$ cat src/rtl/seven_segment_animator_if.sv
// Control and segment-data bundle between the IO top level and the animator.
interface seven_segment_animator_if #(
  parameter int DIGITS     = 4,
  parameter int STEP_WIDTH = 24
);
  logic                    run;
  logic                    blank;
  logic                    restart;
  logic [1:0]              mode;
  logic [STEP_WIDTH-1:0]   step_period;
  logic [7*DIGITS-1:0]     segments;
  logic                    step_pulse;
  logic                    cycle_done;

  modport master (
    output run, blank, restart, mode, step_period,
    input  segments, step_pulse, cycle_done
  );

  modport slave (
    input  run, blank, restart, mode, step_period,
    output segments, step_pulse, cycle_done
  );
endinterface

$ cat src/rtl/seven_segment_animator.sv
// Self-timed seven-segment animation engine: a step timer advances a position
// register whose value is decoded into one of four animation patterns.
//
// Modes: 0 = figure-8 on every digit, 1 = figure-8 staggered by one frame per
// digit, 2 = single lit segment chasing the display perimeter, 3 = full blink.
module seven_segment_animator #(
  parameter int DIGITS     = 4,
  parameter int STEP_WIDTH = 24
) (
  input logic                    clk,
  input logic                    rst,
  seven_segment_animator_if.slave bus
);

  localparam int RING_LEN = 2 * DIGITS + 4;
  localparam int POS_W    = ($clog2(RING_LEN) > 3) ? $clog2(RING_LEN) : 3;

  logic [STEP_WIDTH-1:0] timer;
  logic [POS_W-1:0]      pos;
  logic [POS_W-1:0]      last_pos;
  logic [1:0]            mode_q;
  logic [7*DIGITS-1:0]   decode;
  logic [7*DIGITS-1:0]   segments_q;
  logic                  step_pulse_q;
  logic                  cycle_done_q;
  logic [6:0]            dig;
  int                    p;

  // Figure-8 frame k as {g,f,e,d,c,b,a}.
  function automatic logic [6:0] fig8(input logic [2:0] k);
    logic [6:0] f;
    case (k)
      3'd0:    f = 7'h60;
      3'd1:    f = 7'h44;
      3'd2:    f = 7'h0C;
      3'd3:    f = 7'h18;
      3'd4:    f = 7'h50;
      3'd5:    f = 7'h42;
      3'd6:    f = 7'h03;
      default: f = 7'h21;
    endcase
    return f;
  endfunction

  // Last valid position of the sequence for the active mode.
  always_comb begin
    last_pos = POS_W'(7);
    case (mode_q)
      2'd2:    last_pos = POS_W'(RING_LEN - 1);
      2'd3:    last_pos = POS_W'(1);
      default: last_pos = POS_W'(7);
    endcase
  end

  // Pattern decode of (mode_q, pos); unreachable positions decode to all-off.
  always_comb begin
    decode = '0;
    dig    = 7'h00;
    p      = int'(pos);
    for (int i = 0; i < DIGITS; i++) begin
      dig = 7'h00;
      case (mode_q)
        2'd0: if (p < 8) dig = fig8(pos[2:0]);
        2'd1: if (p < 8) dig = fig8(3'((p + i) % 8));
        2'd2: begin
          // Perimeter: top row left->right, right edge down, bottom row
          // right->left, left edge up.
          if (p < DIGITS) begin
            if (i == DIGITS - 1 - p) dig[0] = 1'b1;
          end else if (p == DIGITS) begin
            if (i == 0) dig[1] = 1'b1;
          end else if (p == DIGITS + 1) begin
            if (i == 0) dig[2] = 1'b1;
          end else if (p < 2 * DIGITS + 2) begin
            if (i == p - (DIGITS + 2)) dig[3] = 1'b1;
          end else if (p == 2 * DIGITS + 2) begin
            if (i == DIGITS - 1) dig[4] = 1'b1;
          end else if (p == 2 * DIGITS + 3) begin
            if (i == DIGITS - 1) dig[5] = 1'b1;
          end
        end
        default: if (p == 0) dig = 7'h7F;
      endcase
      decode[7*i +: 7] = dig;
    end
  end

  // Step timer, position sequencing, mode resync and registered outputs.
  always_ff @(posedge clk) begin
    if (rst) begin
      timer        <= '0;
      pos          <= '0;
      mode_q       <= 2'd0;
      segments_q   <= '0;
      step_pulse_q <= 1'b0;
      cycle_done_q <= 1'b0;
    end else begin
      step_pulse_q <= 1'b0;
      cycle_done_q <= 1'b0;
      segments_q   <= bus.blank ? '0 : decode;
      if (bus.restart || (bus.mode != mode_q)) begin
        mode_q <= bus.mode;
        pos    <= '0;
        timer  <= '0;
      end else if (bus.run) begin
        if (timer == bus.step_period) begin
          timer        <= '0;
          step_pulse_q <= 1'b1;
          if (pos == last_pos) begin
            pos          <= '0;
            cycle_done_q <= 1'b1;
          end else begin
            pos <= pos + POS_W'(1);
          end
        end else begin
          // A period lowered below the running count rolls over with no step.
          timer <= timer + STEP_WIDTH'(1);
        end
      end
    end
  end

  assign bus.segments   = segments_q;
  assign bus.step_pulse = step_pulse_q;
  assign bus.cycle_done = cycle_done_q;

endmodule

$ cat src/flat_wrapper.sv
// flat-port wrapper written by rule: the top's interface ports become plain ports
module seven_segment_animator_flat 
#(
  parameter int DIGITS     = 4,
  parameter int STEP_WIDTH = 24
)
  (clk, rst, bus_run, bus_blank, bus_restart, bus_mode, bus_step_period, bus_segments, bus_step_pulse, bus_cycle_done);
  seven_segment_animator_if #(.DIGITS(DIGITS), .STEP_WIDTH(STEP_WIDTH)) bus_i ();
  input logic clk;
  input logic rst;
  input wire logic [$bits(bus_i.run)-1:0] bus_run;
  input wire logic [$bits(bus_i.blank)-1:0] bus_blank;
  input wire logic [$bits(bus_i.restart)-1:0] bus_restart;
  input wire logic [$bits(bus_i.mode)-1:0] bus_mode;
  input wire logic [$bits(bus_i.step_period)-1:0] bus_step_period;
  output wire logic [$bits(bus_i.segments)-1:0] bus_segments;
  output wire logic [$bits(bus_i.step_pulse)-1:0] bus_step_pulse;
  output wire logic [$bits(bus_i.cycle_done)-1:0] bus_cycle_done;
  assign bus_i.run = bus_run;
  assign bus_i.blank = bus_blank;
  assign bus_i.restart = bus_restart;
  assign bus_i.mode = bus_mode;
  assign bus_i.step_period = bus_step_period;
  assign bus_segments = bus_i.segments;
  assign bus_step_pulse = bus_i.step_pulse;
  assign bus_cycle_done = bus_i.cycle_done;
  seven_segment_animator #(.DIGITS(DIGITS), .STEP_WIDTH(STEP_WIDTH)) u_core (.clk(clk), .rst(rst), .bus(bus_i));
endmodule
$ cat config.mk
export PLATFORM = sky130hd
export DESIGN_NAME = seven_segment_animator_flat
export DESIGN_NICKNAME = d
export VERILOG_FILES = /design/src/rtl/seven_segment_animator_if.sv /design/src/rtl/seven_segment_animator.sv /design/src/flat_wrapper.sv
export SDC_FILE = /design/constraint.sdc
export NUM_CORES = 1
export LEC_CHECK = 0
export CAP_MARGIN = 20
export CORE_MARGIN = 2
export CORE_UTILIZATION = 25
export DETAILED_ROUTE_END_ITERATION = 8
export PLACE_DENSITY = 0.5
export SETUP_SLACK_MARGIN = 0.1
export SLEW_MARGIN = 0
export SYNTH_ARGS = -nofsm -noshare
export SYNTH_HDL_FRONTEND = slang
export SYNTH_SLANG_ARGS = --single-unit
$ cat constraint.sdc
create_clock -name clk -period 5.9 [get_ports clk]
set_clock_uncertainty 0.2 [all_clocks]
set_input_delay 1.475 -clock clk [delete_from_list [all_inputs] [get_ports clk]]
set_output_delay 1.475 -clock clk [all_outputs]
set_load 0.01 [all_outputs]
==> reports/metrics.yaml <==
fin_area_um2: 4260
fmax_mhz: 283
tns_ns: 0
cts_buffers: 9
fin_util: 0.337
slew_viol_final: 0
synth.top_cell.area_share: 0.373
worst_pin_slew_ns: 1.05
wl_per_cell_um: 14.1
start_util: 0.255
synthFlopType: "dfxtp_1"
grt-ovfl-total: 0
syn_nets: 427
crit_required_ns: 5.90
min_path_type: "flip-flop to flip-flop"
critical_path_class: "input port to flip-flop"
synth_largest_area_cell: "dfxtp_1"
global_route.usage.total: 0.128
cp-start-kind: "input port"
synthTopCellsByArea: "dfxtp_1 (37%), xnor2_1 (8.2%), nor3_1 (6.1%)"
pwr-share-comb: 0.067
critPathArrivalTime_ns: 3.54
tritoncts: "done"
drc: 0
min_period_ns: 3.53
max-clock-path-buffers: 2
gp_congestion: 0.847
die_width_um: 118
die_area_um2: 13800
status: "finished clean"
syn-cell-area_um2: 3220
grt_first_pass_wirelength_um: 14300
max_cap_viol_count: 0
drive_gt1_frac: 0.0501
power.internal_uw: 823
p_clk_frac: 0.531
synth_cell_types: 48
fin_nets: 476
peakVddDrop_mv: 0.125
p_sw_frac: 0.207
path_max_fanout: 30
pin_count: 61
ys_ff_latch: 60
clock_latency_ns: 0.32
seq_power_share: 0.402
routed_wl_um: 8590
via_count: 2876
dpl.hpwl_um: 6210
antenna_found_initial: 0
via_per_inst: 4.71
setup_viol: 0
netlist_instances: 385
drt_iter0_drc: 151
grt_pass1_vias: 2808
diodes: 0
synth_enable_flop_cells: 0
h-tree-depth: 3
switchingPower_uw: 215
design.core.area_um2: 12600
rows: 41
end_kind: "flip-flop"
rsz0062_at_grt: "false"
area_growth_pct: 32.1
port-buffer-count: 60
async_flop_share: 0
placed_area_um2: 3940
p_per_area_nw_per_um2: 244
die_height_um: 118
cts_setup_buffers: 0
yosysWarnings: 0
synth_area_per_cell_um2: 8.37
ys_seq_area_frac: 0.373
clk_pin_slew_ns: 0.05
first_pass_iters: 5
p_leak_nw: 1.46
final_hold_viol_count: 0
numClockSinks: 60
fin_crit_sh: 0.599
mostFrequentLayoutCells: "clkdlybuf4s50_1 (60), dfxtp_1 (60), nor3_1 (39)"
relSlewSlack: 0.301
cts_hold_buf: 0
detail-route-antenna-nets: 0
root_buffer: "clkbuf_16"
grt_max_degree: 31
cts-resized-gates: 0
==> critical path, stage by stage <==
cell and delay [ns]:
clkdlybuf4s50_1 0.44, xor2_1 0.15, or4_1 0.96, nor4_1 0.49
==> layer usage <==
layer	global-route usage	share of wire
met5	0	0
met3	0.0291	0.055
met4	0.0625	0.021
met2	0.205	0.44
met1	0.162	0.48
==> flip-flops by register name (all words and copies together), names as in the netlist <==
register               count
u_core.pos                 4
u_core.timer              24
u_core.bus.cycle_done      1
u_core.bus.step_pulse      1
u_core.bus.segments       28
u_core.mode_q              2
==> per-stage QoR <==
step / std cells / hold WS, ns / total power, mW / setup WS (ns)
floorplan: 385 / 0.328 / 0.455 / 2.86
global placement: 595 / 0.358 / 0.495 / 1.97
detailed placement: 595 / 0.366 / 0.495 / 1.94
CTS: 611 / 0.377 / 1.05 / 2.28
global route: 611 / 0.411 / 1.08 / 2.24
finish: 611 / 0.378 / 1.04 / 2.37
==> worst paths after layout <==
kind	startpoint	end	slack [ns]	cells after the start
setup / recovery	bus_mode[1]	u_core.bus.cycle_done$_SDFF_PP0_	2.37	4
hold / removal	u_core.timer[23]$_SDFFE_PP0P_	u_core.timer[23]$_SDFFE_PP0P_	0.38	2
setup reg to reg	u_core.pos[0]$_SDFFE_PP0P_	u_core.bus.segments[9]$_SDFF_PP0_	3.15	6
hold reg to reg	u_core.timer[23]$_SDFFE_PP0P_	u_core.timer[23]$_SDFFE_PP0P_	0.38	2
==> cells in the mapped netlist, types with 3 or more instances <==
master	number
nand2b_1	6
xnor2_1	30
clkbuf_1	13
or4_1	3
nand2_1	30
xor2_1	22
o21ai_0	11
buf_1	3
nor2_1	27
dfxtp_1	60
nor4_1	4
nor3_1	39
nand3b_1	3
nand3_1	10
o221ai_1	3
buf_2	4
nand4_1	11
a21oi_1	29
and4_1	3
and3_1	6
ha_1	11
a21o_1	4
nor2b_1	4
o21a_1	3
inv_1	8
a31oi_1	7
or3_1	5
==> cells by family after synthesis <==
| family | share of synthesized area |
|---|---|
| compound gates | 0.126 |
| fa+ha+maj | 0.0427 |
| flops | 0.373 |
| simple gates | 0.273 |
| buf+inv | 0.0411 |
| mux | 0.00311 |
| xor+xnor | 0.141 |
==> area by class of cell <==
cell class	count	area [µm²]
clock buffers	13	280
clock inverters	3	42.5
fillers	1360	8360
inverters	8	30.0
multi-input cells	295	1890
flip-flops and latches	60	1200
well taps	172	215
repair buffers	60	601
==> power groups by stage <==
stage	registers (mW)	clock network [mW]	logic, mW
global placement	0.425	0	0.0697
detailed placement	0.425	0	0.0698
finish	0.417	0.551	0.0696
global route	0.418	0.583	0.0755
floorplan	0.425	0	0.0310
CTS	0.417	0.561	0.0700
No activity file was read; power rests on OpenSTA's default activity.
